<file path="src/rtl/df_config_sequencer.sv">
// -----------------------------------------------------------------------------
// df_config_sequencer
//
// Configuration controller for df_digital_filter. Drives the filter's
// enconfig/configin strobe interface from one of two sources:
//   * a host one-shot request (req_valid/req_ready handshake), or
//   * an autonomous schedule that steps through NUM_SLOTS programmable
//     {hp,wg1,wg0} profiles, each held for its own dwell time.
// A host request always wins over the schedule.
//
// Every strobe is one APPLY cycle (enconfig=1), followed by SETTLE_CYCLES
// cycles with enconfig=0 and configin=000.
//
// Ports
//   CLK, nRST         clock and asynchronous active-low reset
//   wr_en/wr_slot/
//   wr_cfg/wr_dwell   slot table write port (dwell 0 = hold slot forever)
//   run               level, 1 = execute schedule
//   req_valid/req_cfg host one-shot request, accepted when req_ready=1
//   req_ready         combinational, 1 in IDLE and DWELL
//   enconfig/configin registered strobe to the filter
//   active_slot       registered index of the scheduled slot
//   busy              registered, 1 while in APPLY or SETTLE
//
// Build option
//   DF_SEQ_WRAP_CNT_EN  adds output wrap_cnt[7:0]: counts scheduled wraps
//                       from the last slot to slot 0, saturating at 255,
//                       cleared while run=0.
// -----------------------------------------------------------------------------
module df_config_sequencer #(
  parameter int NUM_SLOTS     = 4,
  parameter int DWELL_W       = 16,
  parameter int SETTLE_CYCLES = 2
) (
  input  logic                         CLK,
  input  logic                         nRST,
  input  logic                         wr_en,
  input  logic [$clog2(NUM_SLOTS)-1:0] wr_slot,
  input  logic [2:0]                   wr_cfg,
  input  logic [DWELL_W-1:0]           wr_dwell,
  input  logic                         run,
  input  logic                         req_valid,
  input  logic [2:0]                   req_cfg,
  output logic                         req_ready,
  output logic                         enconfig,
  output logic [2:0]                   configin,
  output logic [$clog2(NUM_SLOTS)-1:0] active_slot,
  output logic                         busy
`ifdef DF_SEQ_WRAP_CNT_EN
  ,
  output logic [7:0]                   wrap_cnt
`endif
);

  localparam int SLOT_W = $clog2(NUM_SLOTS);
  // Settle counter holds SETTLE_CYCLES-1 down to 0.
  localparam int SC_W = (SETTLE_CYCLES > 1) ? $clog2(SETTLE_CYCLES) : 1;
  localparam logic [SLOT_W-1:0] LAST_SLOT = SLOT_W'(NUM_SLOTS - 1);

  typedef enum logic [1:0] {
    ST_IDLE   = 2'd0,
    ST_APPLY  = 2'd1,
    ST_SETTLE = 2'd2,
    ST_DWELL  = 2'd3
  } state_t;

  state_t              state_r;
  logic [2:0]          cfg_tab_r   [NUM_SLOTS];
  logic [DWELL_W-1:0]  dwell_tab_r [NUM_SLOTS];
  logic [DWELL_W-1:0]  cnt_r;
  logic [SC_W-1:0]     scnt_r;
  logic                hold_r;       // loaded slot had dwell 0
  logic                pending_r;    // dwell expired while a host request won
  logic                src_sch_r;    // current strobe came from the schedule
  logic                was_dwell_r;  // host request interrupted a DWELL
  logic                enconfig_r;
  logic [2:0]          configin_r;
  logic [SLOT_W-1:0]   active_slot_r;
  logic                busy_r;

  logic                req_ready_s;
  logic [SLOT_W-1:0]   next_slot_s;
  logic                expiry_s;
  logic                settle_done_s;

  // Decode handshake readiness, next slot index and end-of-phase conditions.
  always_comb begin
    req_ready_s   = (state_r == ST_IDLE) || (state_r == ST_DWELL);
    if (active_slot_r == LAST_SLOT) begin
      next_slot_s = {SLOT_W{1'b0}};
    end else begin
      next_slot_s = active_slot_r + SLOT_W'(1);
    end
    expiry_s      = (state_r == ST_DWELL) && run && !hold_r &&
                    (cnt_r == {DWELL_W{1'b0}});
    settle_done_s = (state_r == ST_SETTLE) && (scnt_r == {SC_W{1'b0}});
  end

  assign req_ready   = req_ready_s;
  assign enconfig    = enconfig_r;
  assign configin    = configin_r;
  assign active_slot = active_slot_r;
  assign busy        = busy_r;

  // Slot table: written any time; reads elsewhere see the pre-write value.
  always_ff @(posedge CLK or negedge nRST) begin
    if (!nRST) begin
      for (int i = 0; i < NUM_SLOTS; i++) begin
        cfg_tab_r[i]   <= 3'b000;
        dwell_tab_r[i] <= {DWELL_W{1'b0}};
      end
    end else if (wr_en) begin
      cfg_tab_r[wr_slot]   <= wr_cfg;
      dwell_tab_r[wr_slot] <= wr_dwell;
    end else begin
      cfg_tab_r   <= cfg_tab_r;
      dwell_tab_r <= dwell_tab_r;
    end
  end

  // Sequencer FSM; outputs are registered on the transition into each state.
  always_ff @(posedge CLK or negedge nRST) begin
    if (!nRST) begin
      state_r       <= ST_IDLE;
      enconfig_r    <= 1'b0;
      configin_r    <= 3'b000;
      active_slot_r <= {SLOT_W{1'b0}};
      busy_r        <= 1'b0;
      cnt_r         <= {DWELL_W{1'b0}};
      scnt_r        <= {SC_W{1'b0}};
      hold_r        <= 1'b0;
      pending_r     <= 1'b0;
      src_sch_r     <= 1'b0;
      was_dwell_r   <= 1'b0;
    end else begin
      // The strobe lasts exactly one cycle unless re-entering APPLY below.
      enconfig_r <= 1'b0;
      configin_r <= 3'b000;
      case (state_r)
        ST_IDLE: begin
          if (req_valid) begin
            state_r     <= ST_APPLY;
            enconfig_r  <= 1'b1;
            configin_r  <= req_cfg;
            busy_r      <= 1'b1;
            src_sch_r   <= 1'b0;
            was_dwell_r <= 1'b0;
          end else if (run) begin
            state_r       <= ST_APPLY;
            active_slot_r <= {SLOT_W{1'b0}};
            enconfig_r    <= 1'b1;
            configin_r    <= cfg_tab_r[0];
            busy_r        <= 1'b1;
            src_sch_r     <= 1'b1;
            was_dwell_r   <= 1'b0;
          end else begin
            busy_r <= 1'b0;
          end
        end
        ST_APPLY: begin
          state_r <= ST_SETTLE;
          scnt_r  <= SC_W'(SETTLE_CYCLES - 1);
          busy_r  <= 1'b1;
        end
        ST_SETTLE: begin
          if (!settle_done_s) begin
            scnt_r <= scnt_r - SC_W'(1);
          end else if (pending_r && run) begin
            // Deferred dwell expiry: strobe the next slot back-to-back.
            state_r       <= ST_APPLY;
            pending_r     <= 1'b0;
            active_slot_r <= next_slot_s;
            enconfig_r    <= 1'b1;
            configin_r    <= cfg_tab_r[next_slot_s];
            src_sch_r     <= 1'b1;
            was_dwell_r   <= 1'b0;
          end else if (!run) begin
            state_r       <= ST_IDLE;
            pending_r     <= 1'b0;
            active_slot_r <= {SLOT_W{1'b0}};
            busy_r        <= 1'b0;
          end else if (src_sch_r || was_dwell_r) begin
            // Dwell (re)starts from the full value of the current slot.
            state_r   <= ST_DWELL;
            pending_r <= 1'b0;
            busy_r    <= 1'b0;
            cnt_r     <= dwell_tab_r[active_slot_r] - DWELL_W'(1);
            hold_r    <= (dwell_tab_r[active_slot_r] == {DWELL_W{1'b0}});
          end else begin
            state_r <= ST_IDLE;
            busy_r  <= 1'b0;
          end
        end
        ST_DWELL: begin
          if (req_valid) begin
            // Host wins; remember a coincident expiry so the slot still advances.
            state_r     <= ST_APPLY;
            enconfig_r  <= 1'b1;
            configin_r  <= req_cfg;
            busy_r      <= 1'b1;
            src_sch_r   <= 1'b0;
            was_dwell_r <= 1'b1;
            pending_r   <= expiry_s;
          end else if (!run) begin
            state_r       <= ST_IDLE;
            active_slot_r <= {SLOT_W{1'b0}};
          end else if (hold_r) begin
            state_r <= ST_DWELL;
          end else if (expiry_s) begin
            state_r       <= ST_APPLY;
            active_slot_r <= next_slot_s;
            enconfig_r    <= 1'b1;
            configin_r    <= cfg_tab_r[next_slot_s];
            busy_r        <= 1'b1;
            src_sch_r     <= 1'b1;
            was_dwell_r   <= 1'b0;
          end else begin
            cnt_r <= cnt_r - DWELL_W'(1);
          end
        end
        default: begin
          state_r <= ST_IDLE;
          busy_r  <= 1'b0;
        end
      endcase
    end
  end

`ifdef DF_SEQ_WRAP_CNT_EN
  logic       wrap_s;
  logic [7:0] wrap_cnt_r;

  // A wrap is any scheduled advance out of the last slot.
  always_comb begin
    wrap_s = ((expiry_s && !req_valid) || (settle_done_s && pending_r && run)) &&
             (active_slot_r == LAST_SLOT);
  end

  // Saturating wrap counter, held at zero while the schedule is stopped.
  always_ff @(posedge CLK or negedge nRST) begin
    if (!nRST) begin
      wrap_cnt_r <= 8'd0;
    end else if (!run) begin
      wrap_cnt_r <= 8'd0;
    end else if (wrap_s && (wrap_cnt_r != 8'd255)) begin
      wrap_cnt_r <= wrap_cnt_r + 8'd1;
    end else begin
      wrap_cnt_r <= wrap_cnt_r;
    end
  end

  assign wrap_cnt = wrap_cnt_r;
`endif

endmodule

</file>
<file path="config.mk">
export PLATFORM = sky130hd
export DESIGN_NAME = df_config_sequencer
export DESIGN_NICKNAME = d
export VERILOG_FILES = /design/src/rtl/df_config_sequencer.sv
export SDC_FILE = /design/constraint.sdc
export NUM_CORES = 1
export LEC_CHECK = 0
export CORE_MARGIN = 3
export CORE_UTILIZATION = 60
export CTS_CLUSTER_DIAMETER = 80
export DETAILED_ROUTE_END_ITERATION = 6
export PLACE_DENSITY = 0.91
export SETUP_SLACK_MARGIN = 0.5
export SLEW_MARGIN = 20
export SYNTH_ARGS = -nofsm -noshare
export SYNTH_HDL_FRONTEND = slang
export SYNTH_SLANG_ARGS = --single-unit
</file>
<file path="constraint.sdc">
create_clock -name CLK -period 5.87 [get_ports CLK]
set_input_delay 1.174 -clock CLK [delete_from_list [all_inputs] [get_ports CLK]]
set_output_delay 1.174 -clock CLK [all_outputs]
set_load 0.05 [all_outputs]
</file>
==> results.json <==
{
  "status": "finished, final reports clean",
  "clock_skew_ns": 0.0111,
  "remaining_drc_errors": 0,
  "avgSynthCellArea_um2": 11.5,
  "overflow": 0,
  "ctsHoldBuffers": 0,
  "synthArstFlopShare": 1.00,
  "max-cap-violations": 0,
  "clk_path_buf_depth": 2,
  "start_util": 0.637,
  "globalRouteTotalUtil": 0.251,
  "clkLatencyLatePin_ns": 0.39,
  "critPathArrivalTime_ns": 3.70,
  "htree_levels": 3,
  "die_y_um": 104,
  "syn_inst": 497,
  "port_buffers": 36,
  "vias": 4292,
  "final_cell_mix": "dfrtp_1 (105), mux2_2 (79), clkdlybuf4s50_1 (35), nand2_1 (29), mux2i_1 (27)",
  "syn-num-nets": 533,
  "final_nets": 559,
  "place_inst": 638,
  "internal_power_w": 0.00163,
  "place_congestion": 0.940,
  "post-route-period-util": 0.582,
  "drt_iter0_markers": 453,
  "power_frac_seq": 0.395,
  "wire_per_inst_um": 20.0,
  "vias_per_cell": 6.56,
  "setup_slack_ns": 2.45,
  "wirelength_mm": 13.1,
  "setup_viol": 0,
  "synth_edf_count": 0,
  "switching_share": 0.423,
  "final_area_um2": 6360,
  "synth-seq-cells": 106,
  "path_max_fanout": 21,
  "power_switching_w": 0.00119,
  "grt_pass1_wl_mm": 21.9,
  "critical_path_class": "primary input to flip-flop",
  "cp-startpoint": "run",
  "ys.flop_type": "dfrtp_1",
  "timing.hold.ws_ns": 0.512,
  "multi_input_area_um2": 2920,
  "rows": 34,
  "min_path_type": "flip-flop to flip-flop",
  "timing.rr.start": "state_r[0]$_DFFE_PN0P_",
  "hold_violations": 0,
  "crit_path_start_kind": "primary input",
  "cts_tree": "done",
  "synth.distinct_cells": 67,
  "report.final.slew_viol_count": 0,
  "netlist_area_um2": 5720,
  "num-fill-cells": 631,
  "layout_min_cycle_time_ns": 3.42,
  "ir_drop_mv": 0.231,
  "fin_setup_tns_ns": 0,
  "cellLeakagePower_nw": 2.54,
  "io-pin-count": 37,
  "combPwrFrac": 0.445,
  "drtAntennaViolNets": 0,
  "grt_max_degree": 76,
  "cts_buffers": 9,
  "register_area_um2": 2650,
  "cts_setup_buffers": 0,
  "fp.coreArea_um2": 8980,
  "rsz0062_at_grt": "no",
  "first_global_vias": 4406,
  "die_area_um2": 10700,
  "holdCritStartpoint": "dwell_tab_r[31]$_DFFE_PN0P_",
  "drtPass1Iterations": 6,
  "slew_headroom": 0.265,
  "n_antenna_cell": 0,
  "cts_sinks": 106,
  "layout_commonest_cell": "dfrtp_1",
  "worst-endpoint-required_ns": 6.15,
  "cts-root-buf": "clkbuf_8",
  "area_growth_pct": 11.3,
  "die_w_um": 104,
  "worst_pin_slew_ns": 1.10,
  "cellPowerDensity_nw_per_um2": 443,
  "cts_resized": 0,
  "antenna_found_initial": 0,
  "ys_warn_count": 0,
  "path_clk_slew_ns": 0.11,
  "stdcell_count": 654,
  "dp_hpwl_mm": 9.11,
  "synth-seq-area-share": 0.464,
  "endpoint_kind": "flip-flop",
  "pre_cts_ws_ns": 2.08,
  "place_area_um2": 6170,
  "p_clk_frac": 0.161,
  "max_clock_freq_mhz": 293,
  "drive_gt1_frac": 0.235
}
path summary, 6_finish.rpt:
check                      slack (ns)  cells past startpoint                          end
max reg2reg                      2.53                      8        cnt_r[15]$_DFFE_PN0P_
min in group asynchronous        0.70                      1  dwell_tab_r[13]$_DFFE_PN0P_
max in group asynchronous        3.86                      2   active_slot[1]$_DFFE_PN0P_
min reg2reg                      0.51                      1  dwell_tab_r[31]$_DFFE_PN0P_
min                              0.51                      1  dwell_tab_r[31]$_DFFE_PN0P_
max                              2.45                      7        cnt_r[12]$_DFFE_PN0P_
layout make-up:
cell class,count,area share
clock buffers,9,0.0195
clock inverters,7,0.0110
inverters,11,0.00649
multi-input cells,353,0.458
flip-flops and latches,106,0.417
well taps,126,0.0248
repair buffers,42,0.0633
metrics by stage:
step,util,power [W]
after detailed placement,0.687,0.00235
after CTS,0.709,0.00280
final,0.709,0.00282
after global routing,0.709,0.00299
after floorplan,-,0.00201
after global placement,0.687,0.00228
per-layer routing:
layer / track usage / up-vias / routed length, um
met4: 0.0902 / 0 / 288
li1: - / 1927 / -
met2: 0.436 / 189 / 6570
met3: 0.0491 / 30 / 849
met1: 0.313 / 2146 / 5370
met5: 0 / - / 0
cell usage after synthesis (all sizes together), types with 10 or more instances:
cell,number,share of area
clkbuf,17,0.011
nand2,30,0.021
o21ai,26,0.023
nor2,22,0.014
inv,11,0.0072
nand3,12,0.011
buf,10,0.0098
dfrtp,106,0.46
nor3,12,0.011
mux2i,27,0.047
a21oi,20,0.018
mux4,11,0.045
mux2,82,0.16
power by group through the flow:
stage | Combinational, W | Sequential (W) | Clock (W)
after global routing | 0.00136 | 0.00114 | 0.000487
after global placement | 0.00118 | 0.00110 | 0
after detailed placement | 0.00123 | 0.00112 | 0
after CTS | 0.00124 | 0.00111 | 0.000460
final | 0.00125 | 0.00111 | 0.000453
after floorplan | 0.000907 | 0.00110 | 0
critical path: stages:
cell	delay [ns]
clkdlybuf4s50_1	0.82
a21boi_0	0.23
o2111ai_1	0.14
a21o_1	0.40
a311o_1	0.41
o2111a_1	0.15
or3b_1	0.37
logic make-up (layout without fill, tap and decap cells):
family / Yosys count / count (layout) / synth area share
AND/OR/NAND/NOR: 120 / 120 / 0.110
buffers and inverters: 38 / 69 / 0.0282
AO/OA/AOI/OAI: 97 / 97 / 0.116
flip-flops: 106 / 106 / 0.464
adder cells (fa/ha/maj): 7 / 7 / 0.0153
XOR/XNOR: 9 / 9 / 0.0138
multiplexers: 120 / 120 / 0.253
sequential cells by signal, summed over array words and instances (netlist names):
name	flops
dwell_tab_r	64
cnt_r	16
cfg_tab_r	12
configin	3
active_slot	2
state_r	2
busy	1
enconfig	1
hold_r	1
pending_r	1
scnt_r	1
src_sch_r	1
was_dwell_r	1
Power figures use the tool's default switching activity.
==> RTL edit: new RTL, config.mk and constraints unchanged <==
The parameter `NUM_SLOTS` goes from 4 to 8.
--- a/src/rtl/df_config_sequencer.sv
+++ b/src/rtl/df_config_sequencer.sv
@@ -30,3 +30,3 @@
 module df_config_sequencer #(
-  parameter int NUM_SLOTS     = 4,
+  parameter int NUM_SLOTS     = 8,
   parameter int DWELL_W       = 16,
Interface: changed (resized active_slot and wr_slot); port bits go from 37 to 39. No check against the original RTL was run, so the function may have changed too.
==> RTL edit against the unedited design <==
  * Critical path depth rose by 2
  * Clock power rose to 2.6 times the old value
  * First-iteration DRC count rose by 7.1%
  * Setup slack got worse by 0.11 ns
  * Sequential power rose by 68%
  * Hold slack got worse by 0.017 ns
  * Sequential cell count rose by 77
  * Area after synthesis rose by 59%
  * Total power rose by 70%
  * Core utilization fell by 1.5 points
  * Final area rose by 60%
  * Global-route usage rose by 1.5 points
  * Routed wire length rose by 63%
  * Sequential share of layout area rose by 3.2 points
==> RTL edit: results (changes against the unedited design) <==
status: complete, no violations
Max H-tree Level: 4 (+1)
IO buf count: 38 (+5.6%)
total nets after synthesis: 735 (+38%)
global-route wire length before repair: 33900 um (+55%)
Overflow after GRT: 0 (unchanged)
register area share after synthesis: 0.503 (+0.0391)
Post-DP Area: 9610 um^2 (+56%)
worst-skew pair later-pin latency: 0.43 ns (+0.04 ns)
Placer Congestion: 0.917 (-2.5%)
ANT cells: 0 (unchanged)
initial antenna violation count: 0 (unchanged)
GRT Total Usage: 0.266 (+0.0148)
Clock Skew: 0.00642 ns (-0.00467 ns)
pre-CTS setup slack: 2.34 ns (+0.257 ns)
largest net degree at the start of global routing: 76 (unchanged)
Worst Path Max Fanout: 39 (+86%)
Setup Fix Bufs, Post-CTS: 0 (unchanged)
Post-synth top cells: dfrtp_1 (183), mux2_2 (170), mux2i_1 (46)
CTS max path bufs: 2 (unchanged)
Largest regs: dwell_tab_r: 128 flops, cfg_tab_r: 24 flops, cnt_r: 16 flops
DRT iter0 DRCs: 485 (+7.1%)
Synth cell types: 67 (unchanged)
Detailed Route WL: 21300 um (+63%)
Root Buffer: clkbuf_16
router iterations before antenna repair: 5 (-1)
top cells by area, synth: dfrtp_1 (50%), mux2_2 (21%), mux2i_1 (5.1%)
Max rail drop VDD: 0.260 mV (+12%)
Pint: 3.11 mW (+91%)
layout cells sized above 1: 0.338 (+0.103)
Final #Nets: 768 (+37%)
CTS Buf Count: 17 (+8)
Pleak: 4.22 nW (+66%)
max_slew headroom: 0.375 (+0.110)
number of global-route vias before repair: 6341 (+44%)
clock slew at reported path FFs: 0.07 ns (-0.04 ns)
synth warn: 0 (unchanged)
# resized after CTS: 0 (unchanged)
CP Data Arrival Time: 3.85 ns (+0.15 ns)
Hold Crit Class: reg -> reg
post-DP HPWL: 13600 um (+49%)
detailed-route via count: 6077 (+42%)
## RTL edit: changes by cell type after synthesis, moves of 8 or more
| cell | change |
|---|---|
| a22o_1 | +14 |
| o21ai_0 | -9 |
| nor3_1 | -8 |
| mux2_2 | +91 |
| nor2_1 | +8 |
| mux2i_1 | +19 |
| dfrtp_1 | +77 |
## RTL edit: power groups by stage
| stage | clock network [mW] | logic (mW) | registers, mW |
|---|---|---|---|
| after global routing | 1.23 | 1.89 | 1.91 |
| after detailed placement | 0 | 1.71 | 1.88 |
| after global placement | 0 | 1.64 | 1.85 |
| final | 1.16 | 1.75 | 1.87 |
| after CTS | 1.17 | 1.74 | 1.86 |
| after floorplan | 0 | 1.41 | 1.79 |
## RTL edit: kinds of logic (layout without fill, tap and decap cells)
logic type                 Yosys count  in the layout  synth area share
AOI/OAI and AO/OA                   95             95            0.0800
xor gates and xnor gates            13             13            0.0125
adders and majority gates            8              8            0.0110
buffers and inverters               48             93            0.0304
DFF                                183            183             0.503
muxes                              231            231             0.293
and+or+nand+nor                    119            119            0.0699
## RTL edit: stage by stage
step	utilization	instances
after floorplan	-	697
after global placement	0.654	895
after detailed placement	0.654	895
after CTS	0.694	926
after global routing	0.694	926
final	0.694	926
## RTL edit: metal layers
| metal | vias up | wire length [um] | track usage |
|---|---|---|---|
| li1 | 2634 | - | - |
| met1 | 3142 | 8900 | 0.350 |
| met2 | 249 | 10600 | 0.439 |
| met3 | 52 | 1220 | 0.0453 |
| met4 | 0 | 574 | 0.113 |
| met5 | - | 0 | 0 |
## RTL edit: layout make-up
class | count | area, um^2
sequential | 183 | 4580
inverter | 10 | 37.5
timing repair buffer | 52 | 487
multi-input combinational | 466 | 4270
clock inverter | 13 | 155
fill | 933 | 4500
tap | 184 | 230
clock buffer | 18 | 439
## RTL edit: worst max-delay path: stages, from the launching register on
cell and delay, ns:
dfrtp_4 0.86, buf_4 0.53, mux2i_1 0.27, a22o_1 0.19, o31ai_1 0.13, or4_4 0.62, nor3_4 0.30, nand2_1 0.10
xnor2_1 0.13, mux2_2 0.27
## RTL edit: worst paths after layout
kind                       slack (ns)               end           start  depth (start not counted)
hold reg to reg                  0.49       was_dwell_r     was_dwell_r                          2
setup reg to reg                 2.34         cnt_r[11]  active_slot[0]                          9
min in group asynchronous        0.74       configin[0]            nRST                          1
setup / recovery                 2.34         cnt_r[11]  active_slot[0]                          9
hold / removal                   0.49       was_dwell_r     was_dwell_r                          2
max in group asynchronous        3.83  dwell_tab_r[120]            nRST                          2
